**src/rtl/fifo_burst_reader_if.sv**
```systemverilog
// Read-side bundle for fifo_burst_reader: FIFO read port plus the outgoing valid/ready stream.
// The master side is the burst reader; the slave side is the FIFO and the downstream sink.
interface fifo_burst_reader_if #(
  parameter int DATA_WIDTH = 8
);
  logic                  Read_enable;
  logic                  fifo_empty;
  logic [DATA_WIDTH-1:0] fifo_data;
  logic [DATA_WIDTH-1:0] m_data;
  logic                  m_valid;
  logic                  m_ready;

  modport master (
    output Read_enable, m_data, m_valid,
    input  fifo_empty, fifo_data, m_ready
  );

  modport slave (
    input  Read_enable, m_data, m_valid,
    output fifo_empty, fifo_data, m_ready
  );
endinterface

```
**src/rtl/fifo_burst_reader.sv**
```systemverilog
// Burst reader: drains a programmed word count from the FIFO into a 2-entry skid buffer stream.
// Optional empty-stall abort is built only when BURST_TIMEOUT_EN is defined.
module fifo_burst_reader #(
  parameter int DATA_WIDTH     = 8,
  parameter int ADDR_WIDTH     = 4,
  parameter int TIMEOUT_CYCLES = 64
) (
  input  logic                  clk_read,
  input  logic                  rst,
  input  logic                  start,
  input  logic [ADDR_WIDTH:0]   burst_len,
  fifo_burst_reader_if.master   bus,
  output logic                  busy,
  output logic                  done,
  output logic [ADDR_WIDTH:0]   word_count,
  output logic                  timeout
);

  typedef enum logic [1:0] {IDLE, READ, DRAIN, DONE} state_t;

  localparam logic [ADDR_WIDTH:0] MAX_LEN = {1'b1, {ADDR_WIDTH{1'b0}}};
  localparam logic [ADDR_WIDTH:0] LEN_ONE = {{ADDR_WIDTH{1'b0}}, 1'b1};

  if (TIMEOUT_CYCLES < 1) begin : g_cfg_check
    $error("TIMEOUT_CYCLES must be at least 1");
  end

  function automatic logic [ADDR_WIDTH:0] clamp_len(input logic [ADDR_WIDTH:0] len);
    return (len > MAX_LEN) ? MAX_LEN : len;
  endfunction

  function automatic logic [ADDR_WIDTH:0] sat_inc(input logic [ADDR_WIDTH:0] v);
    return (v >= MAX_LEN) ? MAX_LEN : v + LEN_ONE;
  endfunction

  state_t                state_q, state_d;
  logic [ADDR_WIDTH:0]   remaining_q;
  logic                  vld_p1;
  logic [DATA_WIDTH-1:0] head_data_p2, tail_data_p2;
  logic                  head_vld_p2, tail_vld_p2;
  logic                  pop, credit_ok, drained, rd_en, timeout_hit, accept;
  logic [2:0]            outstanding;

  assign accept = (state_q == IDLE) && start;
  assign pop    = head_vld_p2 && bus.m_ready;

  // Words in flight or buffered after this cycle's pop; a new read must leave room in the skid.
  assign outstanding = 3'(vld_p1) + 3'(head_vld_p2) + 3'(tail_vld_p2) - 3'(pop);
  assign credit_ok   = outstanding < 3'd2;
  assign drained     = !vld_p1 && (!head_vld_p2 || (pop && !tail_vld_p2));

`ifdef BURST_TIMEOUT_EN
  localparam int TW = $clog2(TIMEOUT_CYCLES + 1);
  logic [TW-1:0] stall_cnt_q;
  logic          timeout_q;
  logic          stalled;

  assign stalled     = (state_q == READ) && bus.fifo_empty && (remaining_q != '0);
  assign timeout_hit = stalled && (stall_cnt_q == TW'(TIMEOUT_CYCLES - 1));

  always_ff @(posedge clk_read or posedge rst) begin
    if (rst) begin
      stall_cnt_q <= '0;
      timeout_q   <= 1'b0;
    end else if (accept) begin
      stall_cnt_q <= '0;
      timeout_q   <= 1'b0;
    end else if (rd_en) begin
      stall_cnt_q <= '0;
    end else if (timeout_hit) begin
      stall_cnt_q <= '0;
      timeout_q   <= 1'b1;
    end else if (stalled) begin
      stall_cnt_q <= stall_cnt_q + 1'b1;
    end
  end

  assign timeout = timeout_q;
`else
  assign timeout_hit = 1'b0;
  assign timeout     = 1'b0;
`endif

  always_ff @(posedge clk_read or posedge rst) begin
    if (rst) state_q <= IDLE;
    else     state_q <= state_d;
  end

  always_comb begin
    state_d = state_q;
    case (state_q)
      IDLE:    if (start) state_d = (burst_len == '0) ? DONE : READ;
      READ:    if (timeout_hit || (remaining_q == '0) || (rd_en && remaining_q == LEN_ONE))
                 state_d = DRAIN;
      DRAIN:   if (drained) state_d = DONE;
      DONE:    state_d = IDLE;
      default: state_d = IDLE;
    endcase
  end

  always_comb begin
    rd_en = (state_q == READ) && !bus.fifo_empty && (remaining_q != '0) && credit_ok;
  end

  assign bus.Read_enable = rd_en;

  always_ff @(posedge clk_read or posedge rst) begin
    if (rst) begin
      busy        <= 1'b0;
      done        <= 1'b0;
      remaining_q <= '0;
      word_count  <= '0;
    end else begin
      busy <= (state_d != IDLE);
      done <= (state_d == DONE);
      if (accept)           remaining_q <= clamp_len(burst_len);
      else if (timeout_hit) remaining_q <= '0;
      else if (rd_en)       remaining_q <= remaining_q - LEN_ONE;
      if (accept)   word_count <= '0;
      else if (pop) word_count <= sat_inc(word_count);
    end
  end

  // p1: read issued last cycle, FIFO data valid now
  always_ff @(posedge clk_read or posedge rst) begin
    if (rst) vld_p1 <= 1'b0;
    else     vld_p1 <= rd_en;
  end

  // p2: skid buffer, head entry drives the stream
  always_ff @(posedge clk_read or posedge rst) begin
    if (rst) begin
      head_vld_p2  <= 1'b0;
      tail_vld_p2  <= 1'b0;
      head_data_p2 <= '0;
      tail_data_p2 <= '0;
    end else begin
      case ({vld_p1, pop})
        2'b11: begin
          if (tail_vld_p2) begin
            head_data_p2 <= tail_data_p2;
            tail_data_p2 <= bus.fifo_data;
          end else begin
            head_data_p2 <= bus.fifo_data;
          end
        end
        2'b01: begin
          head_data_p2 <= tail_data_p2;
          head_vld_p2  <= tail_vld_p2;
          tail_vld_p2  <= 1'b0;
        end
        2'b10: begin
          if (!head_vld_p2) begin
            head_data_p2 <= bus.fifo_data;
            head_vld_p2  <= 1'b1;
          end else begin
            tail_data_p2 <= bus.fifo_data;
            tail_vld_p2  <= 1'b1;
          end
        end
        default: ;
      endcase
    end
  end

  assign bus.m_data  = head_data_p2;
  assign bus.m_valid = head_vld_p2;

endmodule
```
**src/flat_wrapper.sv**
```systemverilog
// flat-port wrapper written by rule: the top's interface ports become plain ports
module fifo_burst_reader_flat 
#(
  parameter int DATA_WIDTH     = 8,
  parameter int ADDR_WIDTH     = 4,
  parameter int TIMEOUT_CYCLES = 64
)
  (clk_read, rst, start, burst_len, busy, done, word_count, timeout, bus_Read_enable, bus_m_data, bus_m_valid, bus_fifo_empty, bus_fifo_data, bus_m_ready);
  fifo_burst_reader_if #(.DATA_WIDTH(DATA_WIDTH)) bus_i ();
  input  logic clk_read;
  input  logic rst;
  input  logic start;
  input  logic [ADDR_WIDTH:0] burst_len;
  output logic busy;
  output logic done;
  output logic [ADDR_WIDTH:0] word_count;
  output logic timeout;
  output wire logic [$bits(bus_i.Read_enable)-1:0] bus_Read_enable;
  output wire logic [$bits(bus_i.m_data)-1:0] bus_m_data;
  output wire logic [$bits(bus_i.m_valid)-1:0] bus_m_valid;
  input wire logic [$bits(bus_i.fifo_empty)-1:0] bus_fifo_empty;
  input wire logic [$bits(bus_i.fifo_data)-1:0] bus_fifo_data;
  input wire logic [$bits(bus_i.m_ready)-1:0] bus_m_ready;
  assign bus_Read_enable = bus_i.Read_enable;
  assign bus_m_data = bus_i.m_data;
  assign bus_m_valid = bus_i.m_valid;
  assign bus_i.fifo_empty = bus_fifo_empty;
  assign bus_i.fifo_data = bus_fifo_data;
  assign bus_i.m_ready = bus_m_ready;
  fifo_burst_reader #(.DATA_WIDTH(DATA_WIDTH), .ADDR_WIDTH(ADDR_WIDTH), .TIMEOUT_CYCLES(TIMEOUT_CYCLES)) u_core (.clk_read(clk_read), .rst(rst), .start(start), .burst_len(burst_len), .bus(bus_i), .busy(busy), .done(done), .word_count(word_count), .timeout(timeout));
endmodule
```
**config.mk**
```make
export PLATFORM = sky130hd
export DESIGN_NAME = fifo_burst_reader_flat
export DESIGN_NICKNAME = d
export VERILOG_FILES = /design/src/rtl/fifo_burst_reader_if.sv /design/src/rtl/fifo_burst_reader.sv /design/src/flat_wrapper.sv
export SDC_FILE = /design/constraint.sdc
export NUM_CORES = 1
export LEC_CHECK = 0
export CORE_AREA = 4 4 80 59
export CTS_BUF_LIST = sky130_fd_sc_hd__clkbuf_16
export DETAILED_ROUTE_END_ITERATION = 16
export DIE_AREA = 0 0 84 63
export PLACE_DENSITY = 0.77
export SYNTH_ARGS = -nofsm -noshare
export SYNTH_HDL_FRONTEND = slang
export SYNTH_SLANG_ARGS = --single-unit
export TNS_END_PERCENT = 10
```
**constraint.sdc**
```tcl
create_clock -name clk_read -period 4.92 [get_ports clk_read]
set_input_delay 0.984 -clock clk_read [delete_from_list [all_inputs] [get_ports clk_read]]
set_output_delay 0.984 -clock clk_read [all_outputs]
set_load 0.05 [all_outputs]
```
; Yosys cells after proc, flatten, opt, wreduce, memory -nomap -nowiden
; Index checks and enable logic that the tools add are counted.
[word_totals]
register_bits = 33
out_inout_bits = 18
word_cells = 76
[classes]
add_sub_neg = 5
order_cmp = 3
eq_ne = 11
muxes = 20
reduce_logical = 27
[op_table]
columns = op, n
row1 = $mux W8, 4
row2 = $mux W5, 6
row3 = $pmux W8 S3, 1
row4 = $pmux W8 S2, 1
row5 = $eq A2 B2 Y1 const B, 5
row6 = $logic_not A5 Y1, 2
row7 = $reduce_bool A2 Y1, 5
row8 = $logic_and A1 B1 Y1, 8
row9 = $mux W2, 4
row10 = $pmux W2 S4, 1
row11 = $add A5 B1 Y5 const B, 1
row12 = $eq A5 B1 Y1 const B, 1
row13 = $ge A5 B5 Y1 const B, 1
row14 = $gt A5 B5 Y1 const B, 1
row15 = $reduce_bool A5 Y1, 1
row16 = $sub A5 B1 Y5 const B, 1
row17 = $eq A2 B1 Y1 const B, 2
row18 = $logic_not A1 Y1, 4
row19 = $ne A2 B1 Y1 const B, 2
row20 = $pmux W1 S2, 2
row21 = $reduce_and A2 Y1, 2
row22 = $add A3 B1 Y3, 1
row23 = $lt A3 B2 Y1 const B, 1
row24 = $reduce_and A3 Y1, 1
row25 = 7 further kinds, 8

; Depth between registers and ports, before layout
[logic_depth]
word_depth = 10
ltp_mapped = 8
ltp_nobuf = 8

; Least setup slack after synthesis
; No wires, ideal clock.
[synth_timing]
kind = input port to output port
from = input bus_m_ready
to = output bus_Read_enable
arrival_ns = 2.595
setup_slack_ns = 1.341
path_stages = 7
path_cell_list = nand2_1 > nor2_1 > o21bai_1 > fa_1 > xnor2_1 > nand3_2 > inv_1
[synth_between]
elab_chain_len = 4
[synth_rtl]
columns = element, line_no
row1 = "start, declared", flat_wrapper.sv:23  ; input wire logic [$bits(bus_i.m_ready)-1:0] bus_m_ready;
row2 = $logic_and A1 B1 Y1, fifo_burst_reader.sv:45  ; assign pop = head_vld_p2 && bus.m_ready;
row3 = $sub A3 B1 Y3, fifo_burst_reader.sv:48  ; assign outstanding = 3'(vld_p1) + 3'(head_vld_p2) + 3'(tail_vld_p2) - 3'(pop);
row4 = $lt A3 B2 Y1, fifo_burst_reader.sv:49  ; assign credit_ok = outstanding < 3'd2;
row5 = $logic_and A1 B1 Y1, fifo_burst_reader.sv:102  ; rd_en = (state_q == READ) && !bus.fifo_empty && (remaining_q != '0) && credit_ok;
row6 = "end, declared", flat_wrapper.sv:18  ; output wire logic [$bits(bus_i.Read_enable)-1:0] bus_Read_enable;
; No other way between the ends.

; Worst setup path after layout
; Ends and elaborated chain as after synthesis.

==> summary.txt <==
H-tree depth = 2
DRT Wirelength = 3.53 mm
Initial core utilization = 44.3%
# diodes = 0
Gr usage total = 14.2%
Register area = 826 µm²
Unrepaired setup endpoints after global routing = false
Startpoint types = input pin
Tcrit/Tclk final = 90.2%
Clock Skew = 0.00299 ns
Clock Path Buffers = 2
Vias in the first global route = 1162
Top post-synthesis cells by area = dfrtp_1 48%, mux2i_1 5.8%, mux2_1 5.2%, ha_1 5.1%, a21oi_1 4.3%
Post_cts resized = 0
Row cnt = 19
Share of cells above drive strength 1 = 8.16%
CP Capture Type = primary output
Post-DP HPWL = 2.49 mm
Vias/cell = 5.15
YS warnings = 0
Core footprint = 3900 µm²
IO buf count = 34
Min Tclk post-route = 4.44 ns
Max-slew violations = 0
WP data arrival = 3.45 ns
TNS Setup = 0 ns
Final setup vio count = 0
Fraction of registers with async set/reset = 100%
Util after Layout = 57.2%
CP max-delay cell = clkdlybuf4s50_1
Gpl congestion = 0.852
FF+latch count, synth = 33
Combinational Power Share = 50.3%
Worst path cell trace = clkdlybuf4s50_1, nand2_1, nor2_1, o21bai_1, fa_1, xnor2_1, nand3_2, inv_1, buf_12
Crit Path Class = in -> out
Worst path bufs/invs = 3
P_leak = 0.000998 µW
Clk pin slew, worst setup/hold paths = 0.05 ns
Post-Syn Area = 1730 µm²
Sw Share = 43.1%
Max cap viols = 0
Clk pwr share = 18.0%
Fin. Hold Viols = 0
Fillers = 331
Slowest cell delay on critical path = 0.53 ns
Status = finished, final reports clean
Pwr/cell area = 699 nW/µm²
Setup repair bufs after CTS = 0
Multi-input logic area = 803 µm²
Worst VDD drop = 0.263 mV
Max Fclk = 225 MHz
Root Driver = clkbuf_16
Drt pass-1 iters = 5
# DRC = 0
Worst hold path class = reg -> reg
Yosys top cell area share = 47.8%
Net Sw Power = 672 µW
Clk Latency, worst-skew pair = 0.27 ns
Main synth FF type = dfrtp_1
Flop pwr share = 31.6%
Pint = 887 µW
Syn nets = 188
Synthesis-to-layout area growth = 29.1%
Post-synth EDFFs = 0
Yosys cell types = 43
CP max FO = 12
Sequential cell area fraction in the yosys report = 47.8%
Least-Margin Pin Slew = 1.07 ns
Nets@finish = 223
Top post-synthesis cells by count = 33 x dfrtp_1, 17 x nor2_1, 15 x a21oi_1
Initial antenna violation count = 0
Cell count after synthesis = 162
Antenna-violating nets left = 0
Slew headroom = 28.1%
Largest net degree at the start of global routing = 34
GRT overflow = 0
Die Y = 63 µm
Post-CTS Hold Fix Bufs = 0
Top-count cell post-synth = dfrtp_1
First-pass GRT wire length = 5.84 mm
CTS Sinks = 33
Die ar. = 5290 µm²
Top Ports = 36
Routed WL per cell = 14.2 µm
Cell family with most CP delay = buffers and inverters
CTS tree = yes
Initial DRC count = 80
Die W = 84 µm
Via Count = 1277
Number of CTS-inserted buffers = 5
Synth area leader = dfrtp_1
Required @ worst endpoint = 3.94 ns
Syn_area_per_cell = 10.7 µm²
==> through the flow <==
stage / instances / cell area, µm² / setup WS, ns / hold WS, ns / total power, µW
after floorplan: 162 / 1730 / 1.34 / 0.464 / 1070
after global placement: 242 / 2100 / 0.616 / 0.474 / 1260
after detailed placement: 242 / 2100 / 0.526 / 0.480 / 1280
after CTS: 248 / 2230 / 0.490 / 0.491 / 1570
after global routing: 248 / 2230 / 0.249 / 0.499 / 1660
final: 248 / 2230 / 0.484 / 0.485 / 1560
==> path summary, 6_finish.rpt <==
kind / from / endpoint / slack (ns) / cells past startpoint
min: u_core.tail_data_p2[6] / u_core.tail_data_p2[6] / 0.49 / 1
max in group asynchronous: rst / u_core.remaining_q[3] / 3.50 / 3
min in group asynchronous: rst / u_core.bus.m_data[0] / 1.11 / 3
max reg2reg: u_core.bus.m_valid / u_core.busy / 2.19 / 8
max: bus_m_ready / bus_Read_enable / 0.48 / 9
min reg2reg: u_core.tail_data_p2[6] / u_core.tail_data_p2[6] / 0.49 / 1
==> worst register-to-register path: cells and delay by family, from the launching register on <==
| kind | cells | cell delay [ns] |
|---|---|---|
| xor gates and xnor gates | 1 | 0.40 |
| adders and majority gates | 1 | 0.38 |
| DFF | 1 | 0.46 |
| AOI/OAI and AO/OA | 2 | 0.49 |
| and+or+nand+nor | 4 | 0.88 |
==> area by class of cell <==
type                    count  share of cell area [%]
flip-flops and latches     33                    37.0
multi-input cells         109                    36.0
repair buffers             35                    16.0
clock buffers               5                    5.61
well taps                  52                    2.92
inverters                  13                    2.19
clock inverters             1                   0.224
==> layout by cell type (no fill, tap or decap), types with 3 or more instances in the layout <==
cell             Yosys  routed
ha_1                 7       7
mux2_1               8       8
o21ai_0              4       4
clkbuf_16            0       5
a21oi_1             15      15
dfrtp_1             33      33
nor2_1              17      17
clkdlybuf4s50_1      0      33
nand3_1              5       5
inv_1               13      13
mux2i_1             10      10
nand2_1              3       3
nand4_1              3       3
nor3_1               4       4
==> power groups by stage <==
stage	clock network [µW]	logic (µW)	registers, µW
2_1_floorplan	0	414	652
3_3_place_gp	0	769	491
3_5_place_dp	0	785	494
4_1_cts	287	790	492
5_1_grt	300	853	510
6_report	281	785	493
==> cells by family after synthesis <==
logic type               after synthesis  synth area share [%]
XOR/XNOR                               3                  1.52
other                                  1                 0.217
flip-flops                            33                  47.8
AO/OA/AOI/OAI                         30                  10.8
adder cells (fa/ha/maj)                9                  6.81
AND/OR/NAND/NOR                       47                  15.3
multiplexers                          19                  11.9
buffers and inverters                 20                  5.72
==> per-layer routing <==
layer | vias to the layer above | routed length, µm | global-route usage (%)
met5 | - | 0 | 0
met4 | 0 | 59 | 5.42
met3 | 7 | 204 | 5.01
met2 | 32 | 1460 | 19.1
met1 | 601 | 1800 | 20.7
li1 | 637 | - | -
==> registers in the layout, indices dropped and copies added (netlist names), 2 cells and up <==
signal / flops
u_core.remaining_q: 5
u_core.bus.m_data: 8
u_core.tail_data_p2: 8
u_core.word_count: 5
u_core.state_q: 2
No activity file was read; power rests on OpenSTA's default activity.
